File: src/rtl/clock_reset_seq.sv
// clock_reset_seq: synchronises PLL lock, stretches/filters it into a clean domain reset and
// generates phase-aligned clock enables. Define CLOCK_RESET_LOSS_COUNT_EN to add loss_count.
module clock_reset_seq #(
    parameter int NUM_CH      = 2,
    parameter int DIV_W       = 8,
    parameter int SYNC_STAGES = 2,
    parameter int HOLD_CYCLES = 16,
    parameter int LOSS_FILTER = 4
) (
    input  logic                    clock,
    input  logic                    reset_n,
    input  logic                    pll_locked,
    input  logic [NUM_CH*DIV_W-1:0] div_cfg,
`ifdef CLOCK_RESET_LOSS_COUNT_EN
    output logic [7:0]              loss_count,
`endif
    output logic                    domain_reset_n,
    output logic                    locked,
    output logic [NUM_CH-1:0]       ce
);
    localparam int HOLD_W = (HOLD_CYCLES > 1) ? $clog2(HOLD_CYCLES) : 1;
    localparam int LOSS_W = (LOSS_FILTER > 1) ? $clog2(LOSS_FILTER) : 1;
    localparam logic [HOLD_W-1:0] HOLD_LAST = HOLD_W'(HOLD_CYCLES - 1);
    localparam logic [LOSS_W-1:0] LOSS_LAST = LOSS_W'(LOSS_FILTER - 1);

    typedef enum logic [1:0] {
        WAIT_LOCK = 2'd0,
        STRETCH   = 2'd1,
        RUN       = 2'd2
    } state_t;

    logic [SYNC_STAGES-1:0]       r_sync;
    state_t                       r_state;
    state_t                       w_next;
    logic [HOLD_W-1:0]            r_hold;
    logic [HOLD_W-1:0]            w_holdNext;
    logic [LOSS_W-1:0]            r_loss;
    logic [LOSS_W-1:0]            w_lossNext;
    logic                         r_run;
    logic [NUM_CH-1:0][DIV_W-1:0] r_div;
    logic [NUM_CH-1:0][DIV_W-1:0] r_cnt;
    logic [NUM_CH-1:0][DIV_W-1:0] w_divLast;
    logic [NUM_CH-1:0]            w_ce;
    logic                         w_lockedS;
    logic                         w_enterRun;

    assign w_lockedS  = r_sync[SYNC_STAGES-1];
    assign w_enterRun = (r_state != RUN) && (w_next == RUN);

    always_ff @(posedge clock or negedge reset_n) begin
        if (!reset_n) begin
            r_sync  <= '0;
            r_state <= WAIT_LOCK;
            r_hold  <= '0;
            r_loss  <= '0;
            r_run   <= 1'b0;
            r_div   <= '0;
        end else begin
            r_sync  <= {r_sync[SYNC_STAGES-2:0], pll_locked};
            r_state <= w_next;
            r_hold  <= w_holdNext;
            r_loss  <= w_lossNext;
            r_run   <= (w_next == RUN);
            if (w_enterRun) begin
                r_div <= div_cfg;
            end
        end
    end

    // Hold and loss counters only live in their own state and restart from zero elsewhere.
    always_comb begin
        w_next     = r_state;
        w_holdNext = '0;
        w_lossNext = '0;
        case (r_state)
            WAIT_LOCK: begin
                if (w_lockedS) begin
                    w_next = STRETCH;
                end
            end
            STRETCH: begin
                if (!w_lockedS) begin
                    w_next = WAIT_LOCK;
                end else if (r_hold == HOLD_LAST) begin
                    w_next = RUN;
                end else begin
                    w_holdNext = r_hold + 1'b1;
                end
            end
            RUN: begin
                if (!w_lockedS) begin
                    if (r_loss == LOSS_LAST) begin
                        w_next = WAIT_LOCK;
                    end else begin
                        w_lossNext = r_loss + 1'b1;
                    end
                end
            end
            default: w_next = WAIT_LOCK;
        endcase
    end

    // A zero divisor behaves as divide-by-one, so its terminal count is also zero.
    always_comb begin
        for (int i = 0; i < NUM_CH; i++) begin
            w_divLast[i] = (r_div[i] == '0) ? '0 : r_div[i] - 1'b1;
            w_ce[i]      = r_run && (r_cnt[i] == w_divLast[i]);
        end
    end

    always_ff @(posedge clock or negedge reset_n) begin
        if (!reset_n) begin
            r_cnt <= '0;
        end else begin
            for (int i = 0; i < NUM_CH; i++) begin
                if (!r_run || (r_cnt[i] == w_divLast[i])) begin
                    r_cnt[i] <= '0;
                end else begin
                    r_cnt[i] <= r_cnt[i] + 1'b1;
                end
            end
        end
    end

    assign domain_reset_n = r_run;
    assign locked         = r_run;
    assign ce             = w_ce;

`ifdef CLOCK_RESET_LOSS_COUNT_EN
    logic [7:0] r_lossCount;
    logic       w_leaveRun;

    assign w_leaveRun = (r_state == RUN) && (w_next != RUN);

    always_ff @(posedge clock or negedge reset_n) begin
        if (!reset_n) begin
            r_lossCount <= '0;
        end else if (w_leaveRun && (r_lossCount != 8'hFF)) begin
            r_lossCount <= r_lossCount + 8'd1;
        end
    end

    assign loss_count = r_lossCount;
`endif

endmodule

File: config.mk
export PLATFORM = sky130hd
export DESIGN_NAME = clock_reset_seq
export DESIGN_NICKNAME = d
export VERILOG_FILES = /design/src/rtl/clock_reset_seq.sv
export SDC_FILE = /design/constraint.sdc
export NUM_CORES = 1
export LEC_CHECK = 0
export CAP_MARGIN = 20
export CORE_MARGIN = 1
export CORE_UTILIZATION = 52
export CTS_CLUSTER_SIZE = 10
export DETAILED_ROUTE_END_ITERATION = 6
export HOLD_SLACK_MARGIN = 0.08
export PLACE_DENSITY = 0.76
export RECOVER_POWER = 50
export SLEW_MARGIN = 10
export SYNTH_ARGS = -nofsm -noshare
export SYNTH_HDL_FRONTEND = slang
export SYNTH_SLANG_ARGS = --single-unit
File: constraint.sdc
create_clock -name clock -period 2.95 [get_ports clock]
set_input_delay 0.59 -clock clock [delete_from_list [all_inputs] [get_ports clock]]
set_output_delay 0.59 -clock clock [all_outputs]
set_load 0.02 [all_outputs]
==> reports/metrics.cfg <==
[finish]
area_growth_pct=29.0
final_util=0.717
num-nets-final=341
post-route-cell-area_mm2=0.00323
diodes=0
layout-drive-gt1-share=0.274

[worst_setup_path]
regToRegEndpoint=r_cnt[8]$_DFF_PN0_
path_cells=inv_1 -> ha_2 -> or3b_4 -> o31ai_4 -> a21oi_1 -> o32ai_1 -> buf_4 -> nor4_4 -> and2_2 -> buf_4
worst_setup_path_start_kind=register
end_kind=output port
slowest_stage=dfrtp_1
worstPathBufferInverterCount=3
cp_top_family=compound AO/OA/AOI/OAI gates
cp_data_arrival_time_ps=2680
crit_type=reg2out
cp_max_fo=3
cpPeakStageDelay_ps=420
required_ps=2360
reg2reg_slack_ps=480
timing.rr.start=r_div[9]$_DFFE_PN0P_
crit_start=r_div[9]$_DFFE_PN0P_
crit_top_cell=buf_4
r2r_cells=10

[global_routing]
grt_usage=0.238
grt_pass1_vias=2080
grt_pass1_wl_mm=9.45
grt_overflow_total=0
antenna_found_initial=0
grt_max_degree=44

[synthesis]
syn_inst=251
synth-seq-cells=43
async_reset_ff_frac=1.00
synth-compound-area-share=0.115
synth_top_family_by_area=simple AND/OR/NAND/NOR gates
synth_flop_cell=dfrtp_1
yosysTopAreaCellShare=0.430
muxShareOfSynthArea=0.0619
synth_top_area_cell=dfrtp_1
yosys-top-cells-area=dfrtp_1 (43%), xnor2_1 (6.3%), mux2_2 (5.4%)
synth_nets=276
synth-simple-area-share=0.249
yosys_warnings=0
syn_area_mm2=0.00250
synth_xor_area_frac=0.0874
ys_seq_area_frac=0.430
synth_edf_count=0
synth_fa_ha_area_frac=0.0300
avgSynthCellArea_um2=9.98
yosysUniqueCellTypes=55

[power_and_ir_drop]
cellPowerDensity_mw_per_mm2=325
comb_power_share=0.038
leakage_nw=1.48
p_sw_mw=0.223
p_int_mw=0.828
sw_frac_of_total=0.212
power_mw=1.05
seq_power_share=0.567
clkPwrFrac=0.395
vdd_drop_max_mv=0.236

[clocking]
clockBufferDepth=2
numCtsBuffers=5
insertion_delay_ps=290
path_clk_slew_ps=80
hold_buffers=0
root_buffer=clkbuf_8
htree_levels=2
cts_tree=done
clock_sinks=43

[routing]
totalWireLength_mm=5.67
drt_iter0_drc=124
drt_first_pass_iters=6
vias=2052
ant_nets=0
avgRoutedWirePerCell_um=15.4
viasPerCell=5.56
post-route-drc-count=2

[floorplan]
die_height_um=71.4
start_util=0.556
die-width_um=71.4
dieArea_mm2=0.00510
coreArea_mm2=0.00450
io_pins=23
floorplan.rows=24

[sta]
hold_ws_ps=334
relSlewSlack=-0.0905
final_hold_viol_count=0
fmax_ghz=0.306
fin_crit_sh=1.11
fin_skew_ps=3.69
slew_viol_final=31
min_period_ps=3270
rsz0062_at_grt=true
setup_viol=2
setup_ws_ps=-323
tightestPinTransition_ps=1640

[placed_design]
gp_congestion=0.836
place_hpwl_mm=3.87
dpl_worst_slack_ps=-425
portBuffers=22
place_area_mm2=0.00305

[outcome]
failed_checks=design-rule violations, max-capacitance violations, max-slew violations, negative setup slack
status=complete, but fails checks

[hold_path]
min_path_type=in2async

[run]
drv_cap=1

power by group through the flow:
stage,Clock [mW],Sequential (mW),Combinational [mW]
2_1_floorplan,0,0.607,0.00435
3_3_place_gp,0,0.607,0.0394
3_5_place_dp,0,0.607,0.0405
4_1_cts,0.428,0.596,0.0405
5_1_grt,0.457,0.596,0.0448
6_report,0.416,0.596,0.0396
per-layer routing:
layer	wire [µm]	up-vias	global-route usage
met5	0	-	0
met4	45	0	0.0644
met1	2520	973	0.314
li1	-	1023	-
met3	322	4	0.0478
met2	2780	52	0.400
worst max-delay path by stage:
stage          slack (ps)    end  cells past startpoint
3_5_place_dp         -420  ce[1]                     10
3_3_place_gp         -360  ce[0]                      9
4_1_cts              -200  ce[1]                      8
5_1_grt              -420  ce[1]                     10
2_1_floorplan         -30  ce[0]                      7
6_report             -320  ce[1]                     10
final cells by class:
type	instances	area (µm²)
Multi-Input combinational cell	195	1430
Fill cell	353	1270
Sequential cell	43	1080
Timing Repair Buffer	66	539
Clock buffer	7	96.3
Tap cell	52	65.1
Inverter	5	18.8
Clock inverter	1	7.51
cells by family after synthesis:
kind of cell / Yosys count
flip-flops: 43
adder cells (fa/ha/maj): 6
multiplexers: 14
AO/OA/AOI/OAI: 37
XOR/XNOR: 25
AND/OR/NAND/NOR: 113
buffers and inverters: 13
synth_stat cells (6+ instances only):
master    n
dfrtp_1  43
nand2_1  25
nor2_1   25
xnor2_1  18
nand3_1  13
mux2_2   12
nor3_1    7
nor3b_1   7
xor2_1    7
a21oi_1   6
ha_1      6
o21ai_0   6
registers in the layout, summed over array words and instances (netlist names):
name	flops
r_cnt	16
r_state	2
r_loss	2
r_hold	4
domain_reset_n	1
r_sync	2
r_div	16
through the flow:
step                      cells  TNS [ps]
after floorplan             251     -25.9
after global placement      355      -681
after detailed placement    355      -787
after CTS                   366      -348
after global routing        369      -626
final                       369      -422
cells in the final DEF (no fill, tap or decap), drive strengths merged, types with 6 or more instances in the layout:
cell and instances:
ha 6, buf 45, mux2 12, nor3 8, xnor2 18, dfrtp 43
nor2 25, o21ai 6, nor3b 7, a21oi 6, nand3 13, clkdlybuf4s50 19
nand2 25, clkbuf 9, xor2 7
timing repair:
action | 4_1_cts | 5_1_grt
pin swaps | 5 | 5
resized for setup | 18 | 4
endpoints found under the setup margin | 2 | 2
setup buffers | 3 | 2
Power figures use the tool's default switching activity.
